`src/rtl/ui_controller.sv`:
```
`default_nettype none
// ============================================================================
// Module   : ui_controller
// Purpose  : Front-panel controller for the digital clock. Synchronises and
//            debounces five push-buttons, generates increment pulses with
//            hold-to-repeat, steps mode/select, toggles the alarm and timer
//            enables, and runs the ring FSM (IDLE/RING/MUTED) that drives a
//            beeping tone on the speaker with acknowledge and timeout.
// Ports    : clk_i, reset_i (async, active-high)
//            btn_{c,u,l,r,d}_i   raw buttons, active-high, asynchronous
//            alarm_out_i, timer_out_i  ring request levels from clock core
//            mode_o[1:0]   0 CLOCK, 1 TIMER, 2 ALARM
//            select_o[1:0] 0 NONE, 1 SEC, 2 MIN, 3 HOUR
//            increment_o   one-cycle pulse
//            alarm_enable_o, timer_enable_o  levels
//            aud_pwm_o     speaker drive
//            ringing_o     high while the ring FSM is in RING
// Revision : 1.0 - initial release
// ============================================================================
module ui_controller #(
  parameter int CLK_FREQ        = 100_000_000,
  parameter int DEBOUNCE_MS     = 10,
  parameter int REPEAT_DELAY_MS = 500,
  parameter int REPEAT_MS       = 100,
  parameter int TONE_HZ         = 1500,
  parameter int BEEP_MS         = 250,
  parameter int RING_TIMEOUT_S  = 60
) (
  input  logic       clk_i,
  input  logic       reset_i,
  input  logic       btn_c_i,
  input  logic       btn_u_i,
  input  logic       btn_l_i,
  input  logic       btn_r_i,
  input  logic       btn_d_i,
  input  logic       alarm_out_i,
  input  logic       timer_out_i,
  output logic [1:0] mode_o,
  output logic [1:0] select_o,
  output logic       increment_o,
  output logic       alarm_enable_o,
  output logic       timer_enable_o,
  output logic       aud_pwm_o,
  output logic       ringing_o
);

  // Derived cycle counts
  localparam int     c_deb_cyc   = CLK_FREQ / 1000 * DEBOUNCE_MS;
  localparam int     c_rdly_cyc  = CLK_FREQ / 1000 * REPEAT_DELAY_MS;
  localparam int     c_rep_cyc   = CLK_FREQ / 1000 * REPEAT_MS;
  localparam int     c_half_cyc  = CLK_FREQ / (2 * TONE_HZ);
  localparam int     c_beep_cyc  = CLK_FREQ / 1000 * BEEP_MS;
  // Ring timeout overflows 32 bits for realistic clocks, so compute it wide
  localparam longint c_ring_cyc  = longint'(CLK_FREQ) * longint'(RING_TIMEOUT_S);
  localparam int     c_rep_max   = (c_rdly_cyc > c_rep_cyc) ? c_rdly_cyc : c_rep_cyc;

  localparam int c_deb_w  = $clog2(c_deb_cyc) + 1;
  localparam int c_rep_w  = $clog2(c_rep_max) + 1;
  localparam int c_half_w = $clog2(c_half_cyc) + 1;
  localparam int c_beep_w = $clog2(c_beep_cyc) + 1;
  localparam int c_ring_w = $clog2(c_ring_cyc) + 1;

  localparam logic [c_deb_w-1:0]  c_deb_term  = c_deb_w'(c_deb_cyc);
  localparam logic [c_rep_w-1:0]  c_rdly_term = c_rep_w'(c_rdly_cyc);
  localparam logic [c_rep_w-1:0]  c_rep_term  = c_rep_w'(c_rep_cyc);
  localparam logic [c_half_w-1:0] c_half_last = c_half_w'(c_half_cyc - 1);
  localparam logic [c_beep_w-1:0] c_beep_last = c_beep_w'(c_beep_cyc - 1);
  localparam logic [c_ring_w-1:0] c_ring_last = c_ring_w'(c_ring_cyc - 1);

  // Button indices into the raw/press vectors
  localparam int c_btn_c = 0;
  localparam int c_btn_u = 1;
  localparam int c_btn_l = 2;
  localparam int c_btn_r = 3;
  localparam int c_btn_d = 4;

  localparam logic [1:0] c_mode_clock = 2'd0;
  localparam logic [1:0] c_mode_timer = 2'd1;
  localparam logic [1:0] c_mode_alarm = 2'd2;
  localparam logic [1:0] c_sel_none   = 2'd0;
  localparam logic [1:0] c_sel_sec    = 2'd1;

  typedef enum logic [1:0] {
    ST_IDLE  = 2'd0,
    ST_RING  = 2'd1,
    ST_MUTED = 2'd2
  } ring_state_e;

  logic [4:0] w_btn_raw;
  logic [4:0] w_press;
  logic       w_db_u;

  assign w_btn_raw = {btn_d_i, btn_r_i, btn_l_i, btn_u_i, btn_c_i};

  // --------------------------------------------------------------------------
  // Per-button synchroniser, debounce and rising-edge press pulse
  // --------------------------------------------------------------------------
  for (genvar gi = 0; gi < 5; gi++) begin : g_btn
    logic               sync1_q;
    logic               sync2_q;
    logic               db_q;
    logic               db_prev_q;
    logic [c_deb_w-1:0] cnt_q;

    always_ff @(posedge clk_i or posedge reset_i) begin
      if (reset_i) begin
        sync1_q   <= 1'b0;
        sync2_q   <= 1'b0;
        db_q      <= 1'b0;
        db_prev_q <= 1'b0;
        cnt_q     <= '0;
      end else begin
        sync1_q   <= w_btn_raw[gi];
        sync2_q   <= sync1_q;
        db_prev_q <= db_q;
        // Count only while the synchronised level disagrees with the
        // debounced level; any agreement restarts the stability window.
        if (sync2_q == db_q) begin
          cnt_q <= '0;
        end else if (cnt_q == c_deb_term) begin
          db_q  <= sync2_q;
          cnt_q <= '0;
        end else begin
          cnt_q <= cnt_q + 1'b1;
        end
      end
    end

    assign w_press[gi] = db_q & ~db_prev_q;

    if (gi == c_btn_u) begin : g_u_level
      assign w_db_u = db_q;
    end
  end

  // --------------------------------------------------------------------------
  // Hold-to-repeat for btn_u. rep_cnt_q equals the number of cycles since
  // the press pulse (or since the last repeat pulse).
  // --------------------------------------------------------------------------
  logic [c_rep_w-1:0] rep_cnt_q;
  logic               rep_first_q;
  logic [c_rep_w-1:0] w_rep_tgt;
  logic               w_rep_pulse;

  assign w_rep_tgt   = rep_first_q ? c_rdly_term : c_rep_term;
  assign w_rep_pulse = w_db_u & ~w_press[c_btn_u] & (rep_cnt_q == w_rep_tgt);

  always_ff @(posedge clk_i or posedge reset_i) begin
    if (reset_i) begin
      rep_cnt_q   <= '0;
      rep_first_q <= 1'b0;
    end else if (w_press[c_btn_u]) begin
      rep_cnt_q   <= c_rep_w'(1);
      rep_first_q <= 1'b1;
    end else if (!w_db_u) begin
      rep_cnt_q   <= '0;
      rep_first_q <= 1'b1;
    end else if (w_rep_pulse) begin
      rep_cnt_q   <= c_rep_w'(1);
      rep_first_q <= 1'b0;
    end else begin
      rep_cnt_q   <= rep_cnt_q + 1'b1;
    end
  end

  // --------------------------------------------------------------------------
  // Ring FSM, user controls and audio
  // --------------------------------------------------------------------------
  ring_state_e         state_q;
  logic [1:0]          mode_q;
  logic [1:0]          select_q;
  logic                inc_q;
  logic                alarm_en_q;
  logic                timer_en_q;
  logic                aud_q;
  logic                ringing_q;
  logic                alarm_q;
  logic                timer_q;
  logic                cause_timer_q;
  logic                tone_q;
  logic                beep_q;
  logic [c_half_w-1:0] tone_cnt_q;
  logic [c_beep_w-1:0] beep_cnt_q;
  logic [c_ring_w-1:0] to_cnt_q;

  logic       w_rise_a;
  logic       w_rise_t;
  logic       w_req_low;
  logic       w_tone_wrap;
  logic       w_beep_wrap;
  logic       w_tone_d;
  logic       w_beep_d;
  logic [1:0] w_mode_usr;
  logic [1:0] w_select_usr;
  logic       w_ten_usr;

  assign w_rise_a    = alarm_out_i & ~alarm_q;
  assign w_rise_t    = timer_out_i & ~timer_q;
  assign w_req_low   = ~alarm_out_i & ~timer_out_i;
  assign w_tone_wrap = (tone_cnt_q == c_half_last);
  assign w_beep_wrap = (beep_cnt_q == c_beep_last);
  // Next tone/beep values feed the audio register so the speaker follows the
  // toggles without an extra cycle of lag.
  assign w_tone_d    = w_tone_wrap ? ~tone_q : tone_q;
  assign w_beep_d    = w_beep_wrap ? ~beep_q : beep_q;

  // Button effects outside RING; btn_r overrides btn_d on the same cycle.
  always_comb begin
    w_mode_usr   = mode_q;
    w_select_usr = select_q;
    w_ten_usr    = timer_en_q;
    if (w_press[c_btn_c] && (mode_q == c_mode_timer)) begin
      w_ten_usr = ~timer_en_q;
    end
    if (w_press[c_btn_r]) begin
      case (mode_q)
        c_mode_clock: begin
          w_mode_usr   = c_mode_timer;
          w_select_usr = c_sel_sec;
        end
        c_mode_timer: begin
          w_mode_usr   = c_mode_alarm;
          w_select_usr = c_sel_sec;
        end
        default: begin
          w_mode_usr   = c_mode_clock;
          w_select_usr = c_sel_none;
        end
      endcase
    end else if (w_press[c_btn_d]) begin
      w_select_usr = select_q + 2'd1;
    end
  end

  always_ff @(posedge clk_i or posedge reset_i) begin
    if (reset_i) begin
      state_q       <= ST_IDLE;
      mode_q        <= c_mode_clock;
      select_q      <= c_sel_none;
      inc_q         <= 1'b0;
      alarm_en_q    <= 1'b0;
      timer_en_q    <= 1'b0;
      aud_q         <= 1'b0;
      ringing_q     <= 1'b0;
      alarm_q       <= 1'b0;
      timer_q       <= 1'b0;
      cause_timer_q <= 1'b0;
      tone_q        <= 1'b0;
      beep_q        <= 1'b0;
      tone_cnt_q    <= '0;
      beep_cnt_q    <= '0;
      to_cnt_q      <= '0;
    end else begin
      alarm_q <= alarm_out_i;
      timer_q <= timer_out_i;
      inc_q   <= (w_press[c_btn_u] | w_rep_pulse) &
                 (select_q != c_sel_none) & (state_q != ST_RING);
      aud_q   <= 1'b0;
      if (w_press[c_btn_l]) begin
        alarm_en_q <= ~alarm_en_q;
      end

      case (state_q)
        ST_IDLE: begin
          if (w_rise_a || w_rise_t) begin
            state_q       <= ST_RING;
            ringing_q     <= 1'b1;
            mode_q        <= alarm_out_i ? c_mode_alarm : c_mode_timer;
            select_q      <= c_sel_none;
            cause_timer_q <= w_rise_t;
            tone_q        <= 1'b0;
            beep_q        <= 1'b1;
            tone_cnt_q    <= '0;
            beep_cnt_q    <= '0;
            to_cnt_q      <= '0;
          end else begin
            mode_q     <= w_mode_usr;
            select_q   <= w_select_usr;
            timer_en_q <= w_ten_usr;
          end
        end

        ST_RING: begin
          if (w_press[c_btn_c] || (to_cnt_q == c_ring_last)) begin
            state_q   <= ST_MUTED;
            ringing_q <= 1'b0;
            if (cause_timer_q) begin
              timer_en_q <= 1'b0;
            end
          end else if (w_req_low) begin
            state_q   <= ST_IDLE;
            ringing_q <= 1'b0;
          end else begin
            to_cnt_q   <= to_cnt_q + 1'b1;
            tone_cnt_q <= w_tone_wrap ? '0 : tone_cnt_q + 1'b1;
            beep_cnt_q <= w_beep_wrap ? '0 : beep_cnt_q + 1'b1;
            tone_q     <= w_tone_d;
            beep_q     <= w_beep_d;
            aud_q      <= w_tone_d & w_beep_d;
          end
        end

        ST_MUTED: begin
          // A request still held high must not re-ring; wait for it to drop.
          if (w_req_low) begin
            state_q <= ST_IDLE;
          end
          mode_q     <= w_mode_usr;
          select_q   <= w_select_usr;
          timer_en_q <= w_ten_usr;
        end

        default: begin
          state_q   <= ST_IDLE;
          ringing_q <= 1'b0;
        end
      endcase
    end
  end

  assign mode_o         = mode_q;
  assign select_o       = select_q;
  assign increment_o    = inc_q;
  assign alarm_enable_o = alarm_en_q;
  assign timer_enable_o = timer_en_q;
  assign aud_pwm_o      = aud_q;
  assign ringing_o      = ringing_q;

endmodule
`default_nettype wire
```
`config.mk`:
```
export PLATFORM = sky130hd
export DESIGN_NAME = ui_controller
export DESIGN_NICKNAME = d
export VERILOG_FILES = /design/src/rtl/ui_controller.sv
export SDC_FILE = /design/constraint.sdc
export NUM_CORES = 1
export LEC_CHECK = 0
export BUFFER_PORTS_ARGS = -buffer_cell sky130_fd_sc_hd__buf_2
export CORE_UTILIZATION = 52
export CTS_CLUSTER_DIAMETER = 50
export DETAILED_ROUTE_END_ITERATION = 6
export PLACE_DENSITY = 0.77
export SLEW_MARGIN = 20
export SYNTH_ARGS = -nofsm -noshare
export SYNTH_HDL_FRONTEND = slang
export SYNTH_SLANG_ARGS = --single-unit
```
`constraint.sdc`:
```
create_clock -name clk_i -period 18.2 [get_ports clk_i]
set_input_delay 3.64 -clock clk_i [delete_from_list [all_inputs] [get_ports clk_i]]
set_output_delay 3.64 -clock clk_i [all_outputs]
set_load 0.1 [all_outputs]
```
== Yosys cells after proc, flatten, opt, wreduce, memory -nomap -nowiden ==
Cells that the tools add are included.

* Multiplexer cells: 66
* Add/sub/neg operators: 10
* Eq/ne operators: 26
* Bitwise gates (word level): 34
* Reduce and logical (&&, ||, !) cells: 19

{| class="wikitable"
|+ Operators by type and width
! kind !! count
|-
| 21-bit two-way mux || 10
|-
| 26-bit two-way mux || 5
|-
| 21-bit by 1-bit adder with 21-bit output, second input constant || 5
|-
| 21-bit by 20-bit equality test with 1-bit output, second input constant || 5
|-
| 34-bit two-way mux || 3
|-
| 27-bit two-way mux || 3
|-
| 17-bit two-way mux || 4
|-
| 34-bit case mux with 2 select lines || 1
|-
| 26-bit case mux with 2 select lines || 1
|-
| 34-bit by 1-bit adder with 34-bit output, second input constant || 1
|-
| 34-bit by 33-bit equality test with 1-bit output, second input constant || 1
|-
| 17-bit case mux with 2 select lines || 1
|-
| 27-bit by 1-bit adder with 27-bit output, second input constant || 1
|-
| 27-bit by 26-bit equality test with 1-bit output || 1
|-
| 26-bit by 1-bit adder with 26-bit output, second input constant || 1
|-
| 26-bit by 25-bit equality test with 1-bit output, second input constant || 1
|-
| 1-bit two-way mux || 21
|-
| 1-bit NOT || 20
|-
| 2-bit two-way mux || 9
|-
| 17-bit by 1-bit adder with 17-bit output, second input constant || 1
|-
| 17-bit by 16-bit equality test with 1-bit output, second input constant || 1
|-
| 1-bit bitwise AND || 13
|-
| 2-bit != test, second input constant || 6
|-
| 2-bit case mux with 2 select lines || 3
|-
| 20 further kinds || 37
|}

* Bits in registers: 246
* Output and inout port bits: 9

== Depth between registers and ports, before layout ==
* Word-level depth: 8
* Depth in mapped cells: 9
* Mapped depth without buffers: 7

== Least setup slack after synthesis ==
Ideal clock, no wire load.

* Kind: input port to flip-flop
* Start point: input port timer_out_i
* End point: register tone_cnt_q[6]
* Library setup time: 110 ps
* Buffers on the path: 2
* Arrival: 5066 ps
* Data required time: 18090 ps
* Stages: 6
* Slack: 13024 ps
* Cells stage by stage: and2b_1 -> o311ai_2 -> clkbuf_1 -> clkbuf_1 -> o31ai_1 -> o41ai_1

* Longest elaborated chain between the ends: 4

{| class="wikitable"
|+ Ends and longest elaborated chain
! what !! RTL line !! source
|-
| start, declared || 37 || <nowiki>input logic timer_out_i,</nowiki>
|-
| 1-bit bitwise AND / 1-bit NOT (equally long branches) || 198, 199 ||
|-
| 1-bit logical OR / 1-bit bitwise AND (equally long branches) || 265, 199 ||
|-
| 2-bit != test (no source line) || n/a ||
|-
| 4-bit AND reduction (no source line) (*) || n/a ||
|-
| end signal, assigned || 295 || <nowiki>tone_cnt_q <= w_tone_wrap ? '0 : tone_cnt_q + 1'b1;</nowiki>
|-
| end, declared || 182 || <nowiki>logic [c_half_w-1:0] tone_cnt_q;</nowiki>
|}

Every way passes the cells marked *; elsewhere a longest branch is shown, timed or not.
A chain may end at the register's enable or synchronous reset.

== Final worst setup path ==
Ends and elaborated chain as after synthesis.

==> flow_summary.toml <==
[cells_and_area]
diodes = 0
fin_area_um2 = 14300
drive_above_1_share_pct = 9.18
instances_no_fill = 1697
fill_cells = 2073
final_core_util_pct = 58.8
areaGrowthSynthToFinish_pct = 11.1
fin_nets = 1375

[clocking]
h-tree-depth = 1
postCtsSetupBuffers = 0
clock_path_buffers = 3
cts_buffers = 31
cts_root_buffer = "clkbuf_16"
cts_sinks = 246
insertion_delay_ns = 0.56
clk_pin_slew_ns = 0.06
postCtsHoldBufs = 0
cts_tree = "yes"
cts_resized = 0

[timing]
whs_ns = 0.348
period_needed_ns = 5.33
fin_crit_sh_pct = 29.3
clock.fmax_ghz = 0.188
hold_viol = 0
setup_tns_ns = 0
relSlewSlack_pct = 29.3
rsz0062_at_grt = "no"
finalSetupViolations = 0
fin_worst_skew_ns = 0.0241
worst_slew_pin_slew_ns = 1.06
maxSlewViolCount = 0
fin_ws_ns = 12.87

[global_route]
grt_usage_pct = 21.2
grt_pass1_wl_um = 45900
grt_pass1_vias = 9700
use_met2_pct = 34.3
grt_remaining_overflow = 0
use_met1_pct = 30.4
grt_max_degree = 126
antenna_found_initial = 0
gr-max-usage-layer = "met2"
use_met3_pct = 2.63

[synth]
ys.flop_type = "dfrtp_1"
yosysWarnings = 0
synthCells = 1336
mappedNetlistNets = 1362
synth_seq_area_share_pct = 48.0
syn_avg_cell_area_um2 = 9.60
synth_area_um2 = 12800
ys_ff_latch = 246
synth.distinct_cells = 70
synth_edf_count = 0
async_reset_ff_share_pct = 100

[placed_design]
placed_area_um2 = 13200
dp_cells = 1640
portBuffers = 17
pre_cts_slack_ns = 12.20
dp_hpwl_um = 16700
routabilityCongestion = 0.856

[floorplanning]
core_um2 = 24200
die-area_um2 = 25300
dieHeight_um = 159
row_count = 57
die_w_um = 159
start_util_pct = 52.9
pin_count = 18

[detailed_routing]
drtIter0Drc = 594
drc = 0
firstDrtPassIters = 6
ant_nets = 0
routed_wl_um = 26100
vias = 9992
vias_per_cell = 5.89
wire_per_inst_um = 15.4

[worst_setup_path]
r2r_cells = 5
critPathMaxStageDelay_ns = 0.62
r2r_slack_ns = 15.02
worstPathRequired_ns = 18.62
cp_slowest_cell = "nor3_2"
r2r-end = "beep_cnt_q[6]$_DFFE_PP0P_"
timing.rr.start = "state_q[0]$_DFFE_PP0P_"
critPathLaunchType = "input port"
cp_max_fo = 46
critPathKind = "input port to flip-flop"
worstPathArrival_ns = 5.75
endpoint_kind = "flip-flop"
path_cells = "buf_2, and2b_1, o311ai_4, buf_4, nor3_2, nand2_1, o41ai_1"

[hold_path]
min-delay-start = "g_btn[3].sync1_q$_DFF_PP0_"
hold_path_class = "flip-flop to flip-flop"
hold_path_depth = 0
holdPathEnd = "g_btn[3].sync2_q$_DFF_PP0_"

[power_and_ir_drop]
total_power_mw = 1.33
leakagePower_nw = 5.79
vdd_drop_max_mv = 0.0980
p_per_area_nw_per_um2 = 93.5

[status]
status = "finished clean"

[flow_run]
drv_cap = 0
## layout make-up
cell class | count | area [µm²] | share of cell area, %
Multi-Input combinational cell | 984 | 6200 | 43.5
Sequential cell | 246 | 6160 | 43.2
Clock buffer | 36 | 815 | 5.71
Tap cell | 324 | 405 | 2.84
Clock inverter | 21 | 282 | 1.97
Inverter | 56 | 218 | 1.53
Timing Repair Buffer | 30 | 186 | 1.31
## registers in the layout, summed over array words and instances (netlist names), 2 cells and up
register / flops
select_o: 2
state_q: 2
g_btn.sync2_q: 5
beep_cnt_q: 26
tone_cnt_q: 17
rep_cnt_q: 27
g_btn.cnt_q: 105
g_btn.db_prev_q: 5
g_btn.db_q: 5
to_cnt_q: 34
mode_o: 2
g_btn.sync1_q: 5
## worst max-delay path, delay by kind of cell
family	cells	cell delay [ns]
buffers and inverters	2	0.40
and+or+nand+nor	3	1.20
AOI/OAI and AO/OA	2	0.49
## kinds of logic after synthesis
family / after synthesis / share of synthesized area (%)
xor gates and xnor gates: 119 / 8.12
and+or+nand+nor: 638 / 26.9
DFF: 246 / 48.0
buffers and inverters: 106 / 3.82
muxes: 12 / 0.985
adders and majority gates: 17 / 1.66
AOI/OAI and AO/OA: 198 / 10.5
## where the power goes
part / switching [mW] / internal [mW]
combinational: 0.0709 / 0.0296
sequential: 0.0226 / 0.565
clock: 0.247 / 0.397
total: 0.341 / 0.992
## layout by cell type, fill, tap and decap left out, types with 19 or more instances in the layout
cell       instances
dfrtp_1          246
nor2_1           167
nand2_1           92
nand3_1           76
xor2_1            73
nand4_1           71
inv_1             54
xnor2_1           46
o21ai_0           41
nor3_1            38
a21oi_1           34
clkbuf_16         31
and4_1            27
or3_1             27
nor4b_1           25
and3_1            24
o31ai_1           21
a211oi_1          20
or4_1             19
o21ai_1           19
## worst max path at each step
stage                 from                            to  slack [ns]  depth (start not counted)
4_1_cts            reset_i  g_btn[2].cnt_q[11]$_DFF_PP0_       12.77                          4
2_1_floorplan      reset_i    alarm_enable_o$_DFFE_PP0P_        7.80                          1
3_3_place_gp       reset_i  g_btn[2].cnt_q[10]$_DFF_PP0_       12.21                          4
5_1_grt        timer_out_i     tone_cnt_q[6]$_DFFE_PP0P_       12.60                          7
6_report       timer_out_i     tone_cnt_q[6]$_DFFE_PP0P_       12.87                          7
3_5_place_dp       reset_i  g_btn[2].cnt_q[10]$_DFF_PP0_       12.20                          4
## layer usage
metal	vias to the layer above	routed length, µm
met2	191	12400
met1	4901	12200
li1	4865	-
met5	-	0
met3	35	1080
met4	0	474
## cell usage after synthesis (all sizes together) (17+ instances only)
library cell	instances	area (µm²)
buf	21	171
nand4	71	444
nand3	77	390
and4	27	236
xnor2	46	403
ha	17	213
dfrtp	246	6160
nor3	40	210
nor4	17	134
nor4b	25	219
a211oi	22	175
a21oi	37	196
o21ai	66	353
clkbuf	29	109
o31ai	21	158
and3	25	156
or4	20	154
inv	56	210
xor2	73	639
nor2	167	627
nand2	93	352
or3	27	169
Note: power is estimated with default switching activity, not from simulation.
